## src/rtl/oto_pilot_pkg.sv

```systemverilog
// -----------------------------------------------------------------------------
// oto_pilot_pkg
// Shared constants for oto_pilot and its input-conditioning stage.
//   OTO_IN_WIDTH / OTO_IN_LSB : raw pad slice io_in[31:13] feeding oto_pilot
//   OTO_OUT_WIDTH             : width of oto_pilot's output group
//   DEF_*                     : default conditioning parameters
//   deb_cnt_width()           : width of a debounce counter able to hold
//                               0..DEBOUNCE_CYCLES
// -----------------------------------------------------------------------------
package oto_pilot_pkg;

    localparam int OTO_IN_WIDTH  = 19;
    localparam int OTO_IN_LSB    = 13;
    localparam int OTO_OUT_WIDTH = 3;

    localparam int DEF_SYNC_STAGES     = 2;
    localparam int DEF_DEBOUNCE_CYCLES = 16;
    localparam int DEF_SAMPLE_DIV      = 4;

    localparam int GLITCH_CNT_WIDTH = 16;

    function automatic int deb_cnt_width(input int debounce_cycles);
        return $clog2(debounce_cycles + 1);
    endfunction

endpackage

```

## src/rtl/oto_debounce_bit.sv

```systemverilog
// -----------------------------------------------------------------------------
// oto_debounce_bit
// One conditioned input: synchroniser chain, debounce counter, clean flop.
//   clock, reset : system clock, synchronous active-high reset
//   raw          : asynchronous pad input
//   enable, tick : debounce evaluation happens only when both are high
//   sync_q       : synchronised raw level (last sync stage)
//   clean        : debounced level
//   accept       : this edge loads sync_q into clean (combinational, registered
//                  by the parent)
//   glitch       : this edge discards a nonzero pending count
// -----------------------------------------------------------------------------
module oto_debounce_bit
    import oto_pilot_pkg::*;
#(
    parameter int   SYNC_STAGES     = DEF_SYNC_STAGES,
    parameter int   DEBOUNCE_CYCLES = DEF_DEBOUNCE_CYCLES,
    parameter logic RESET_VAL       = 1'b0
) (
    input  logic clock,
    input  logic reset,
    input  logic raw,
    input  logic enable,
    input  logic tick,
    output logic sync_q,
    output logic clean,
    output logic accept,
    output logic glitch
);

    localparam int             CW       = deb_cnt_width(DEBOUNCE_CYCLES);
    localparam logic [CW-1:0]  CNT_LAST = CW'(DEBOUNCE_CYCLES - 1);

    logic [SYNC_STAGES-1:0] sync_r;
    logic [CW-1:0]          cnt;
    logic                   eval;
    logic                   differ;

    assign sync_q = sync_r[SYNC_STAGES-1];
    assign eval   = enable & tick;
    assign differ = sync_q ^ clean;

    // cnt == CNT_LAST is the "cnt+1 reaches DEBOUNCE_CYCLES" condition.
    assign accept = eval & differ & (cnt == CNT_LAST);
    assign glitch = eval & ~differ & (cnt != '0);

    // The chain keeps sampling while disabled so that re-enable sees a
    // settled level immediately.
    always_ff @(posedge clock) begin
        // NOTE: sequential state uses non-blocking assignments so every flop
        // samples pre-edge values, making the shift order irrelevant.
        if (reset) begin
            sync_r <= {SYNC_STAGES{RESET_VAL}};
        end else begin
            sync_r <= {sync_r[SYNC_STAGES-2:0], raw};
        end
    end

    always_ff @(posedge clock) begin
        if (reset) begin
            clean <= RESET_VAL;
            cnt   <= '0;
        end else if (!enable) begin
            cnt   <= '0;
        end else if (tick) begin
            if (accept) begin
                clean <= sync_q;
                cnt   <= '0;
            end else if (differ) begin
                cnt   <= cnt + 1'b1;
            end else begin
                cnt   <= '0;
            end
        end
    end

endmodule

```

## src/rtl/oto_pilot_in_cond.sv

```systemverilog
// -----------------------------------------------------------------------------
// oto_pilot_in_cond
// Input-conditioning stage between the pads (io_in[31:13]) and oto_pilot.
//   clock, reset  : system clock, synchronous active-high reset
//   raw_in        : asynchronous pad inputs
//   enable        : conditioning enable; low clears pending debounce counts
//   clean_out     : debounced vector for oto_pilot.io_in
//   changed_o     : one-cycle pulse when any clean_out bit updates
//   changed_mask  : bits of clean_out that updated on the last edge
//   glitch_cnt    : saturating count of edges with >=1 rejected transition
//   stable_o      : synchronised input equals clean_out on every bit
// -----------------------------------------------------------------------------
module oto_pilot_in_cond
    import oto_pilot_pkg::*;
#(
    parameter int               WIDTH           = OTO_IN_WIDTH,
    parameter int               SYNC_STAGES     = DEF_SYNC_STAGES,
    parameter int               DEBOUNCE_CYCLES = DEF_DEBOUNCE_CYCLES,
    parameter int               SAMPLE_DIV      = DEF_SAMPLE_DIV,
    parameter logic [WIDTH-1:0] RESET_VAL       = '0
) (
    input  logic                        clock,
    input  logic                        reset,
    input  logic [WIDTH-1:0]            raw_in,
    input  logic                        enable,
    output logic [WIDTH-1:0]            clean_out,
    output logic                        changed_o,
    output logic [WIDTH-1:0]            changed_mask,
    output logic [GLITCH_CNT_WIDTH-1:0] glitch_cnt,
    output logic                        stable_o
);

    // A one-bit prescaler is kept for SAMPLE_DIV=1; it never leaves 0, so
    // tick is permanently high.
    localparam int                        PW          = (SAMPLE_DIV > 1) ? $clog2(SAMPLE_DIV) : 1;
    localparam logic [PW-1:0]             PRE_LAST    = PW'(SAMPLE_DIV - 1);
    localparam logic [GLITCH_CNT_WIDTH-1:0] GLITCH_MAX = '1;

    logic [PW-1:0]    prescale;
    logic             tick;
    logic [WIDTH-1:0] sync_vec;
    logic [WIDTH-1:0] accept_vec;
    logic [WIDTH-1:0] glitch_vec;

    assign tick = (prescale == PRE_LAST);

    always_ff @(posedge clock) begin
        if (reset || !enable) begin
            prescale <= '0;
        end else if (tick) begin
            prescale <= '0;
        end else begin
            prescale <= prescale + 1'b1;
        end
    end

    for (genvar i = 0; i < WIDTH; i++) begin : g_bit
        oto_debounce_bit #(
            .SYNC_STAGES     (SYNC_STAGES),
            .DEBOUNCE_CYCLES (DEBOUNCE_CYCLES),
            .RESET_VAL       (RESET_VAL[i])
        ) u_bit (
            .clock  (clock),
            .reset  (reset),
            .raw    (raw_in[i]),
            .enable (enable),
            .tick   (tick),
            .sync_q (sync_vec[i]),
            .clean  (clean_out[i]),
            .accept (accept_vec[i]),
            .glitch (glitch_vec[i])
        );
    end

    // accept_vec is already gated by enable, so the mask clears itself while
    // disabled and no pulse is ever produced by reset.
    always_ff @(posedge clock) begin
        if (reset) begin
            changed_mask <= '0;
            changed_o    <= 1'b0;
            glitch_cnt   <= '0;
        end else begin
            changed_mask <= accept_vec;
            changed_o    <= |accept_vec;
            if ((|glitch_vec) && (glitch_cnt != GLITCH_MAX)) begin
                glitch_cnt <= glitch_cnt + 1'b1;
            end
        end
    end

    // Both operands are flop outputs; raw_in reaches stable_o only through
    // the synchroniser.
    assign stable_o = (sync_vec == clean_out);

endmodule

```

## config.mk

```make
export PLATFORM = sky130hd
export DESIGN_NAME = oto_pilot_in_cond
export DESIGN_NICKNAME = d
export VERILOG_FILES = /design/src/rtl/oto_pilot_pkg.sv /design/src/rtl/oto_debounce_bit.sv /design/src/rtl/oto_pilot_in_cond.sv
export SDC_FILE = /design/constraint.sdc
export NUM_CORES = 1
export LEC_CHECK = 0
export ABC_AREA = 1
export BUFFER_PORTS_ARGS = -buffer_cell sky130_fd_sc_hd__buf_2
export CORE_AREA = 2 2 162 148
export CTS_CLUSTER_SIZE = 30
export DETAILED_ROUTE_END_ITERATION = 8
export DIE_AREA = 0 0 164 150
export SYNTH_ARGS = -nofsm -noshare
export SYNTH_HDL_FRONTEND = slang
export SYNTH_SLANG_ARGS = --single-unit
export TNS_END_PERCENT = 30
```

## constraint.sdc

```tcl
create_clock -name clock -period 4.7 [get_ports clock]
set_input_delay 0.47 -clock clock [delete_from_list [all_inputs] [get_ports clock]]
set_output_delay 0.47 -clock clock [all_outputs]
set_load 0.05 [all_outputs]
```

# Word level (Yosys, flattened, before mapping)
# Cells that the tools add are included.
dict set report word_totals {
  reg_bits 190
  inputBits 22
  out_inout_bits 56
  wordCells 303
}
dict set report op_classes {
  add_sub_neg 21
  n_eq_ne 22
  n_mux 38
  bitwise 116
  n_reduce_logical 45
}
# cell count
set op_table {}
lappend op_table {{2-to-1 mux 5 bit} 38}
lappend op_table {{adder 5 x 1 -> 5 bit, second input constant} 19}
lappend op_table {{equality test 5 x 4 -> 1 bit, second input constant} 19}
lappend op_table {{nonzero test 5 bit} 19}
lappend op_table {{bitwise AND 1 bit} 77}
lappend op_table {{AND reduction 3 bit} 19}
lappend op_table {{OR reduction 19 bit} 2}
lappend op_table {{inverter 1 bit} 20}
lappend op_table {{equality test 19 bit} 1}
lappend op_table {{XOR 1 bit} 19}
lappend op_table {{adder 16 x 1 -> 16 bit, second input constant} 1}
lappend op_table {{!= test 16 bit, second input constant} 1}
lappend op_table {{OR reduction 2 bit} 2}
lappend op_table {{adder 2 x 1 -> 2 bit, second input constant} 1}
lappend op_table {{equality test 2 bit, second input constant} 1}
lappend op_table {{logical AND 1 bit} 1}
lappend op_table {{zero test 1 bit} 1}
lappend op_table {{logical OR 1 bit} 1}

# Logic depth before layout (Yosys ltp)
# Gate-level depths: netlist of run 1.
dict set report logic_depth {
  depth_word 6
  mapped_depth 16
  depth_no_buf 15
}

# Modules after synthesis
# A second synthesis of run 1 with hierarchy kept.
dict set report hier_totals {
  cells_unflattened 1492
  hier_area_um2 9982.1
}
# module instances cells_per_inst area_each_um2 seq_area_each_um2
set by_module_without_submodules {}
lappend by_module_without_submodules {oto_debounce_bit 19 64 422.9 160.2}
lappend by_module_without_submodules {oto_pilot_in_cond 1 276 1946.9 760.7}

# Worst setup path after synthesis of run 1
# OpenSTA, ideal clock, no wires.
dict set report synth_timing {
  kind {reg-to-output}
  startpoint {register g_bit[8].u_bit.clean}
  endpoint {output stable_o}
  t_arrival_ps 2013
  required_time_ps 4230
  slack_ps 2217
  path_stages_with_launch 6
  path_buffers 0
  path_cell_list {dfxtp_1 -> xnor2_1 -> inv_1 -> nor4_1 -> nand3_1 -> nor3_1}
}
dict set report synth_between {
  elab_chain_len 1
}
# element line_no
set synth_rtl {}
lappend synth_rtl {{start: declaration} oto_debounce_bit.sv:26} ;# output logic clean,
lappend synth_rtl {{start signal: assignment} oto_debounce_bit.sv:67} ;# clean <= sync_q;
lappend synth_rtl {{equality test 19 bit} oto_pilot_in_cond.sv:93} ;# assign stable_o = (sync_vec == clean_out);
lappend synth_rtl {{end: declaration} oto_pilot_in_cond.sv:30} ;# output logic stable_o
# No other way between the ends.

# Worst setup path after layout of run 1
dict set report layout_timing {
  startpoint {register g_bit[18].u_bit.clean}
  endpoint {output stable_o}
}
dict set report layout_between {
  elab_chain_len 1
}
# element line_no
set layout_rtl {}
lappend layout_rtl {{start: declaration} oto_debounce_bit.sv:26}
lappend layout_rtl {{start signal: assignment} oto_debounce_bit.sv:67}
lappend layout_rtl {{equality test 19 bit} oto_pilot_in_cond.sv:93}
# No other way between the ends.

==> results of run 1 <==
## cells by family after synthesis
kind of cell,count (synthesis),share of synthesized area [%]
AO/OA/AOI/OAI,123,8.19
XOR/XNOR,40,4.03
AND/OR/NAND/NOR,520,25.2
buffers and inverters,270,12.6
adder cells (fa/ha/maj),59,8.14
flip-flops,190,41.9
## cell type report
cell class / count / share of cell area, %
clock inverters: 12 / 1.01
repair buffers: 83 / 4.26
flip-flops and latches: 190 / 37.6
inverters: 213 / 7.90
clock buffers: 20 / 4.52
well taps: 302 / 3.74
diodes: 1 / 0.0247
multi-input cells: 742 / 40.9
## cells in the mapped netlist
| library cell | n | share of area, % |
|---|---|---|
| a211oi_1 | 33 | 2.7 |
| a21oi_1 | 44 | 2.4 |
| or2_2 | 1 | 0.069 |
| nor2_1 | 202 | 8.4 |
| ha_1 | 59 | 8.1 |
| nor3_1 | 37 | 2.0 |
| a31oi_1 | 4 | 0.28 |
| nor4_1 | 11 | 0.76 |
| o22ai_1 | 4 | 0.28 |
| buf_2 | 16 | 0.88 |
| buf_6 | 4 | 0.50 |
| nand2_4 | 1 | 0.12 |
| o21ai_0 | 22 | 1.2 |
| buf_1 | 11 | 0.46 |
| xnor2_2 | 2 | 0.36 |
| nand2_2 | 5 | 0.34 |
| buf_4 | 20 | 1.7 |
| clkbuf_1 | 6 | 0.25 |
| inv_2 | 6 | 0.25 |
| nand3_1 | 49 | 2.7 |
| nand3_2 | 3 | 0.33 |
| nor3_4 | 2 | 0.36 |
| nand4_4 | 1 | 0.23 |
| clkinv_1 | 1 | 0.041 |
| xnor2_1 | 22 | 2.1 |
| dfxtp_1 | 190 | 42 |
| o21ai_1 | 4 | 0.22 |
| nand4_1 | 30 | 2.1 |
| nor2_4 | 1 | 0.12 |
| nand2_1 | 168 | 7.0 |
| xor2_1 | 16 | 1.5 |
| nand4_2 | 1 | 0.14 |
| inv_1 | 206 | 8.5 |
| o211ai_1 | 8 | 0.66 |
| nor2_2 | 8 | 0.55 |
| o32ai_1 | 4 | 0.39 |
## registers in the layout, indices dropped and copies added (netlist names)
signal and count:
g_bit.u_bit.cnt 95, changed_mask 19, glitch_cnt 16, prescale 2, changed_o 1, g_bit.u_bit.sync_r 38
g_bit.u_bit.clean 19
## layer usage
metal,global-route usage (%),wire [um],share of wire (%),up-vias
met5,0,0,0,-
met4,4.34,255,1.3,0
met3,3.66,804,3.9,20
met2,28.1,9240,45,141
met1,23.1,10100,49,3372
li1,-,-,-,3875
## placed cells by master, fill, tap and decap left out, drive strengths merged, types with 24 or more instances in the layout
cell type	Yosys	final
a211oi	33	33
a21oi	44	44
buf	51	83
dfxtp	190	190
ha	59	59
inv	212	218
nand2	174	174
nand3	52	52
nand4	32	32
nor2	211	211
nor3	39	39
o21ai	26	26
xnor2	24	24
## stage by stage
| step | instance area (um2) | setup WS (ps) | util, % | hold WS [ps] |
|---|---|---|---|---|
| 5_1_grt | 10100 | 1640 | 43.9 | 236 |
| 2_1_floorplan | 9070 | 2220 | - | 388 |
| 3_5_place_dp | 9550 | 2050 | 41.5 | 395 |
| 6_report | 10100 | 1720 | 44.0 | 234 |
| 4_1_cts | 10100 | 1820 | 43.9 | 227 |
| 3_3_place_gp | 9550 | 2110 | 41.5 | 389 |
## worst reg2reg max path, cell delays in order (launching register included)
cell and delay [ps]:
dfxtp_1 370, ha_4 510, nand2_2 180, inv_2 630, nand2_1 360, o22ai_1 260
nor3_1 70, nand2_1 80, nor3_1 40, nor2_1 70
## where the power goes
part	internal [mW]	total (mW)	switching (mW)
registers	1.63	1.64	0.00941
clock network	0.721	1.39	0.668
logic	0.0352	0.123	0.0882
## final timing paths
check	depth (start not counted)	to	startpoint
setup / recovery	6	stable_o	g_bit[18].u_bit.clean
hold / removal	3	g_bit[14].u_bit.sync_r[0]	raw_in[14]
setup reg to reg	9	changed_o	prescale[0]
hold reg to reg	2	g_bit[7].u_bit.sync_r[1]	g_bit[7].u_bit.sync_r[0]
==> flow_metrics.tcl, run 1 <==
set metrics [dict create \
    outcome "finished clean" \
    leakage_nw 4.35 \
    ys_warn_count 0 \
    cpPeakStageDelay_ps 440 \
    cts_buffer_depth 2 \
    ff2ff_setup_slack_ps 2060 \
    dieArea_um2 24600 \
    synth_nets 1283 \
    power_density_nw_per_um2 311 \
    die_h_um 150 \
    cp_top_family "simple AND/OR/NAND/NOR gates" \
    grt_use_total_pct 17.2 \
    gp_congestion 0.824 \
    dp_hpwl_mm 14.5 \
    syn_inst 1202 \
    antenna_found_initial 1 \
    worst_slew_pin_slew_ps 860 \
    area_growth_pct 11.5 \
    cts_setup_buffers 0 \
    post-route-drc-count 0 \
    grt_pass1_wl_mm 33.6 \
    required_ps 4230 \
    cts-htree-levels 4 \
    clock_skew_ps 6.54 \
    clk_latency_ps 430 \
    finalCriticalPeriod_ps 2980 \
    tritoncts "yes" \
    tns_ps 0 \
    clock-root-buffer "clkbuf_16" \
    cts_resized 0 \
    overflow 0 \
    clkSinkCount 190 \
    fillCellCount 2296 \
    cts-buffers-inserted 17 \
    irDropWorstVdd_mv 0.219 \
    cp_max_fo 4 \
    cp-start-kind "flip-flop" \
    rsz0062_at_grt "no" \
    timing.max_slew.rel_slack_pct 42.6 \
    ios 78 \
    yosysSeqAreaShare_pct 41.9 \
    wl_mm 20.4 \
    period_share_pct 63.5 \
    wire_per_inst_um 13.1 \
    final_cells 1563 \
    synth_area_per_cell_um2 7.55 \
    dr.pass1.iters 5 \
    setup_viol 0 \
    ys_seq_elements 190 \
    num_vias 7408 \
    clock.fmax_mhz 335 \
    synth.distinct_cells 36 \
    path_buf_inv 2 \
    drt_iter0_drc 456 \
    rows 53 \
    drive_above_1_share_pct 11.6 \
    core_region_area_um2 23000 \
    grt_max_degree 66 \
    worstHoldPathType "input pin to flip-flop" \
    power_mw 3.15 \
    initial_core_util_pct 39.4 \
    drv_cap 0 \
    drtAntennaViolNets 0 \
    clkTransAtPathRegs_ps 70 \
    multi_input_area_um2 4140 \
    critPathCaptureType "primary output" \
    die_x_um 164 \
    register_area_um2 3800 \
    drv_slew 0 \
    critPathArrivalTime_ps 2510 \
    cts_hold_buf 0 \
    cp_slowest_cell "nor3_1" \
    numPortBuffers 77 \
    path_class "flip-flop to primary output" \
    hold_viol 0 \
    crit_chain "xnor2_1 -> inv_1 -> nor4_1 -> nand3_1 -> nor3_1 -> buf_2" \
    syn_area_um2 9070 \
    placed_cells 1530 \
    final_nets 1328 \
    grt_pass1_vias 6829 \
    vias_per_cell 4.74 \
]
Note: power is estimated with default switching activity, not from simulation.
==> run 2: changes to the inputs <==
--- a/config.mk
+++ b/config.mk
@@ -5,12 +5,12 @@
 export SDC_FILE = /design/constraint.sdc
 export NUM_CORES = 1
 export LEC_CHECK = 0
-export ABC_AREA = 1
+export ABC_AREA = 0
 export BUFFER_PORTS_ARGS = -buffer_cell sky130_fd_sc_hd__buf_2
-export CORE_AREA = 2 2 162 148
+export CORE_AREA = 2 2 160 146
 export CTS_CLUSTER_SIZE = 30
 export DETAILED_ROUTE_END_ITERATION = 8
-export DIE_AREA = 0 0 164 150
+export DIE_AREA = 0 0 162 148
 export SYNTH_ARGS = -nofsm -noshare
 export SYNTH_HDL_FRONTEND = slang
 export SYNTH_SLANG_ARGS = --single-unit
==> constraint.sdc (replaced) <==
create_clock -name clock -period 2.5 [get_ports clock]
set_input_delay 0.25 -clock clock [delete_from_list [all_inputs] [get_ports clock]]
set_output_delay 0.25 -clock clock [all_outputs]
set_load 0.05 [all_outputs]
==> run 2 against run 1 <==
Effect of this change: the flow now finishes with violations (negative setup slack); clock power grew 95%; register-to-register slack lost 2100 ps; via count shrank 4.5%; largest power group unchanged.
==> flow_metrics.tcl, run 2 <==
set metrics [dict create \
    outcome "finished with violations" \
    violations "negative setup slack" \
    switching_share_pct 25.2 \
    min_from "raw_in[3]" \
    antenna_found_initial 0 \
    synth_mux_area_share_pct 2.27 \
    synth-simple-area-share_pct 24.7 \
    synth.distinct_cells 50 \
    worst_slew_pin_slew_ps 800 \
    finalCriticalPeriod_ps 2510 \
    post-route-drc-count 0 \
    required_ps 2820 \
    setup_viol 1 \
    seq_power_share_pct 51.0 \
    syn_area_um2 8770 \
    power.switching_mw 1.51 \
    dieArea_um2 24000 \
    fin_util_pct 47.5 \
    area_growth_pct 20.5 \
    synth-edff-count 0 \
    grt_max_degree 69 \
    top_register "g_bit.u_bit.cnt" \
    power_density_nw_per_um2 569 \
    cts_buffer_depth 2 \
    synth.top_cell.area_share_pct 43.3 \
    dpl_cell_area_um2 9830 \
    period_share_pct 100 \
    synthXorXnorAreaFrac_pct 6.47 \
    timing.max_slew.rel_slack_pct 46.7 \
    ys_warn_count 0 \
    core_region_area_um2 22300 \
    clock.fmax_mhz 399 \
    rsz0062_at_grt "yes" \
    syn_inst 996 \
    die_x_um 162 \
    dp_hpwl_mm 15.3 \
    irDropWorstVdd_mv 0.422 \
    layout_setup_ws_ps -6.22 \
    wl_mm 20.8 \
    drtAntennaViolNets 0 \
    critPathArrivalTime_ps 2830 \
    clkSinkCount 190 \
    gp_congestion 0.820 \
    worstHoldPathType "input pin to flip-flop" \
    grt_pass1_vias 6677 \
    drive_above_1_share_pct 21.1 \
    synth-compound-area-share_pct 8.54 \
    yosys-top-cells-count "190 x dfxtp_1, 130 x nor2_1, 96 x nand2_1, 59 x ha_1, 59 x inv_1" \
    synth_top_family_by_area "simple AND/OR/NAND/NOR gates" \
    ys_async_sr_fraction_pct 0 \
    synth-main-ff-cell "dfxtp_1" \
    vias_per_cell 4.97 \
    rows 52 \
    critPathCaptureType "flip-flop" \
    overflow 0 \
    layout_common_cells "187 x dfxtp_1, 129 x nor2_1, 96 x nand2_1, 78 x buf_4, 76 x buf_2" \
    cp_max_fo 20 \
    power_frac_clock_pct 45.1 \
    drt_iter0_drc 405 \
    final_cells 1424 \
    synth_nets 1077 \
    grt_pass1_wl_mm 33.7 \
    num_antenna_cells 0 \
    clk_latency_ps 440 \
    timing.rr.start "g_bit[13].u_bit.cnt[0]" \
    fillCellCount 2165 \
    clock-root-buffer "clkbuf_16" \
    wire_per_inst_um 14.6 \
    numPortBuffers 77 \
    synthAdderAreaFrac_pct 8.41 \
    tritoncts "yes" \
    leakage_nw 4.29 \
    dr.pass1.iters 6 \
    hold_viol 0 \
    ys_top_cells_by_area "dfxtp_1 43%, ha_1 8.4%, nor2_1 5.6%, xor2_1 4.9%, nand2_1 4.1%" \
    drv_cap 0 \
    initial_core_util_pct 39.4 \
    ios 78 \
    synth_most_common_cell "dfxtp_1" \
    final_common_cell "dfxtp_1" \
    path_class "flip-flop to flip-flop" \
    placed_cells 1390 \
    top_regs "g_bit.u_bit.cnt (95), g_bit.u_bit.sync_r (38)" \
    yosys.area.top_type "dfxtp_1" \
    clock_skew_ps 11.6 \
    synth_area_per_cell_um2 8.81 \
    drv_slew 0 \
    dp_slack_ps -123 \
    ys_seq_elements 190 \
    yosysSeqAreaShare_pct 43.3 \
    power_mw 6.02 \
    p_comb_share_pct 3.9 \
    cts-htree-levels 4 \
    largest_reg_flops 95 \
    grt_use_total_pct 17.7 \
    clkTransAtPathRegs_ps 80 \
    startpoint "g_bit[13].u_bit.cnt[0]" \
    final_nets 1195 \
    cp-start-kind "flip-flop" \
    cts-buffers-inserted 17 \
    num_vias 7077 \
    p_int_mw 4.50 \
    final_cell_area_um2 10600 \
    die_h_um 148 \
]
-- run 2: changes by cell type after synthesis, moves of 16 or more --
cell and delta:
nor3_1 -26, nand3_1 -19, nand2_1 -72, xor2_1 +33, and3_1 +25, a211oi_1 -16, buf_2 -16, nor2_1 -72
clkbuf_1 +23, nor2b_1 +53, inv_1 -147
-- run 2: through the flow --
step                hold WS, ps  setup TNS (ps)
detailed placement          423            -289
finish                     15.9           -6.22
CTS                        4.57               0
global placement            417            -239
global route               10.9            -203
floorplan                   378               0
-- run 2: layout make-up --
class	count	area, um2	share of cell area [%]
Clock inverter	14	165	1.56
Timing Repair Buffer	157	1010	9.56
Tap cell	297	372	3.51
Multi-Input combinational cell	688	4570	43.2
Inverter	60	225	2.13
Sequential cell	190	3810	36.0
Clock buffer	18	429	4.06
-- run 2: worst paths after layout --
path,endpoint,slack (ps),depth (start not counted)
worst max register to register,glitch_cnt[0],-6,10
worst min-delay path,g_bit[3].u_bit.sync_r[0],20,2
worst min register to register,g_bit[6].u_bit.sync_r[1],440,1
worst max-delay path,glitch_cnt[0],-6,10
-- run 2: critical path: stages (launching register included) --
cell and delay (ps):
dfxtp_1 310, inv_1 50, ha_1 150, nor4b_4 210
buf_4 150, o22ai_1 90, or4_4 590, o41ai_4 290
buf_12 200, nor2_4 40, mux2_4 290
-- run 2: timing repair --
action / 4_1_cts / 5_1_grt
setup endpoints to repair: 13 / 13
resized for setup: 19 / 6
pin swaps: 3 / 2
hold buffers: 0 / 1
buffers inserted: 2 / 0
endpoints found under the hold margin: 0 / 1
-- run 2: cells by family after synthesis --
logic type,Yosys count
buf+inv,118
compound gates,116
xor+xnor,64
flops,190
fa+ha+maj,59
mux,19
simple gates,430
-- run 2: layer usage --
metal / GRT usage (%) / vias up / wire length, um
met5: 0 / - / 0
met4: 5.44 / 0 / 348
met3: 3.51 / 27 / 931
met2: 28.2 / 126 / 9320
met1: 24.3 / 3352 / 10200
li1: - / 3572 / -
-- run 2: power by group through the flow --
| stage | Clock (mW) | Combinational [mW] | Sequential, mW |
|---|---|---|---|
| 2_1_floorplan | 0 | 0.124 | 3.14 |
| 3_3_place_gp | 0 | 0.223 | 3.14 |
| 3_5_place_dp | 0 | 0.224 | 3.14 |
| 4_1_cts | 2.77 | 0.233 | 3.07 |
| 5_1_grt | 2.90 | 0.254 | 3.07 |
| 6_report | 2.71 | 0.233 | 3.07 |
==> run 3: changes to the inputs <==
--- a/config.mk
+++ b/config.mk
@@ -7,11 +7,12 @@
 export LEC_CHECK = 0
 export ABC_AREA = 0
 export BUFFER_PORTS_ARGS = -buffer_cell sky130_fd_sc_hd__buf_2
-export CORE_AREA = 2 2 160 146
+export CORE_AREA = 2 2 201 183
+export CTS_CLUSTER_DIAMETER = 30
 export CTS_CLUSTER_SIZE = 30
 export DETAILED_ROUTE_END_ITERATION = 8
-export DIE_AREA = 0 0 162 148
+export DIE_AREA = 0 0 203 185
 export SYNTH_ARGS = -nofsm -noshare
 export SYNTH_HDL_FRONTEND = slang
 export SYNTH_SLANG_ARGS = --single-unit
-export TNS_END_PERCENT = 30
+export TNS_END_PERCENT = 10
==> run 3 against run 2 <==
Effect of this change: the flow still finishes with violations (negative setup slack); register-to-register slack got worse by 20 ps; cell count rose by 13%; sequential cell count did not move; total power rose by 1.2%; cell area rose by 2.3%; via count fell by 0.90%; non-clock buffer count rose by 5; critical path depth did not move; sequential share of layout area fell by 0.83 points; worst hold slack improved by 6.6 ps; global-route usage fell by 5.9 points.
==> flow_metrics.tcl, run 3 (same netlist as run 2, synthesis figures left out) <==
set metrics [dict create \
    outcome "finished with violations" \
    violations "negative setup slack" \
    hold_viol 0 \
    antenna_found_initial 1 \
    cp_slowest_cell "or4_4" \
    register_area_um2 3800 \
    critPathCaptureType "flip-flop" \
    area_growth_pct 23.3 \
    final_nets 1200 \
    grt_max_degree 104 \
    wl_mm 21.5 \
    timing.max_slew.rel_slack_pct 56.0 \
    worst_slew_pin_slew_ps 652 \
    die_h_um 185 \
    period_share_pct 101 \
    clkSinkCount 190 \
    crit_chain "inv_1 -> ha_1 -> nor4b_4 -> buf_4 -> o22ai_1 -> or4_4 -> o41ai_4 -> buf_12 -> nor2_4 -> mux2_4" \
    dieArea_um2 37600 \
    tns_ps -29.4 \
    final_common_cell "dfxtp_1" \
    power_mw 6.09 \
    critPathArrivalTime_ps 2860 \
    drt_iter0_drc 322 \
    finalCriticalPeriod_ps 2530 \
    die_x_um 203 \
    clk_latency_ps 440 \
    top_regs "g_bit.u_bit.cnt (95), g_bit.u_bit.sync_r (38)" \
    cp_top_family "simple AND/OR/NAND/NOR gates" \
    num_vias 7013 \
    grt_pass1_vias 6674 \
    rows 66 \
    core_region_area_um2 35600 \
    cp-start-kind "flip-flop" \
    setup_viol 1 \
    leakage_nw 4.32 \
    tritoncts "yes" \
    dp_hpwl_mm 15.9 \
    top_register "g_bit.u_bit.cnt" \
    drive_above_1_share_pct 21.0 \
    layout_setup_ws_ps -29.4 \
    post-route-drc-count 0 \
    cts_buffer_depth 2 \
    layout_common_cells "189 x dfxtp_1, 130 x nor2_1, 96 x nand2_1, 83 x buf_4, 76 x buf_2" \
    multi_input_area_um2 4540 \
    grt_use_total_pct 11.8 \
    drv_slew 0 \
    numPortBuffers 77 \
    power_density_nw_per_um2 563 \
    worstHoldPathType "input pin to flip-flop" \
    gp_congestion 0.795 \
    initial_core_util_pct 24.7 \
    rsz0062_at_grt "yes" \
    overflow 0 \
    cts-buffers-inserted 17 \
    dpl_cell_area_um2 10100 \
    largest_reg_flops 95 \
    wire_per_inst_um 13.3 \
    drv_cap 0 \
    grt_pass1_wl_mm 35.0 \
    drtAntennaViolNets 0 \
    dr.pass1.iters 5 \
    clock_skew_ps 9.73 \
    irDropWorstVdd_mv 0.395 \
    required_ps 2830 \
    cpPeakStageDelay_ps 580 \
    num_antenna_cells 0 \
    ios 78 \
    cts-htree-levels 4 \
    cp_max_fo 19 \
    clock-root-buffer "clkbuf_16" \
    fillCellCount 3737 \
    clock.fmax_mhz 395 \
    path_buf_inv 3 \
    final_cell_area_um2 10800 \
    cts_setup_buffers 0 \
    clkTransAtPathRegs_ps 80 \
    vias_per_cell 4.36 \
    path_class "flip-flop to flip-flop" \
]
-- run 3: power by group --
part           switching, mW  internal, mW
logic                  0.139        0.0899
registers             0.0159          3.06
clock network           1.28          1.51
-- run 3: per-stage QoR --
step                      hold slack (ps)  setup slack, ps  util (%)  cells
after floorplan                       378              157         -    996
after global placement                418             -226      28.4   1575
after detailed placement              423             -262      28.4   1575
after CTS                            2.72            -43.7      30.3   1608
after global routing                 15.3             -159      30.4   1608
final                                22.4            -29.4      30.4   1608
-- run 3: metal layers --
layer  wire [um]  share of wire (%)  global-route usage [%]  vias up
li1            -                  -                       -     3590
met1       10700                 50                    16.2     3300
met2        9510                 44                    18.2      101
met3        1020                4.8                    3.04       20
met4         250                1.2                    3.30        2
met5          13              0.061                       0        -
-- run 3: what timing repair did --
action                                 in CTS  in global routing
cloned                                      0                  0
hold buffers                                1                  0
endpoints found under the hold margin       1                  0
setup endpoints to repair                  16                 13
gates resized for setup                     9                  8
-- run 3: path summary, 6_finish.rpt --
path	from	end	slack, ps	depth (start not counted)
max	g_bit[13].u_bit.cnt[0]	glitch_cnt[0]	-30	10
min	raw_in[12]	g_bit[12].u_bit.sync_r[0]	20	2
max reg2reg	g_bit[13].u_bit.cnt[0]	glitch_cnt[0]	-30	10
min reg2reg	g_bit[9].u_bit.sync_r[0]	g_bit[9].u_bit.sync_r[1]	430	1
-- run 3: layout make-up --
cell class	instances	share of cell area, %
inverter	60	2.08
timing repair buffer	162	9.74
multi-input combinational	688	41.9
clock buffer	17	3.93
tap	476	5.51
sequential	190	35.2
clock inverter	15	1.62
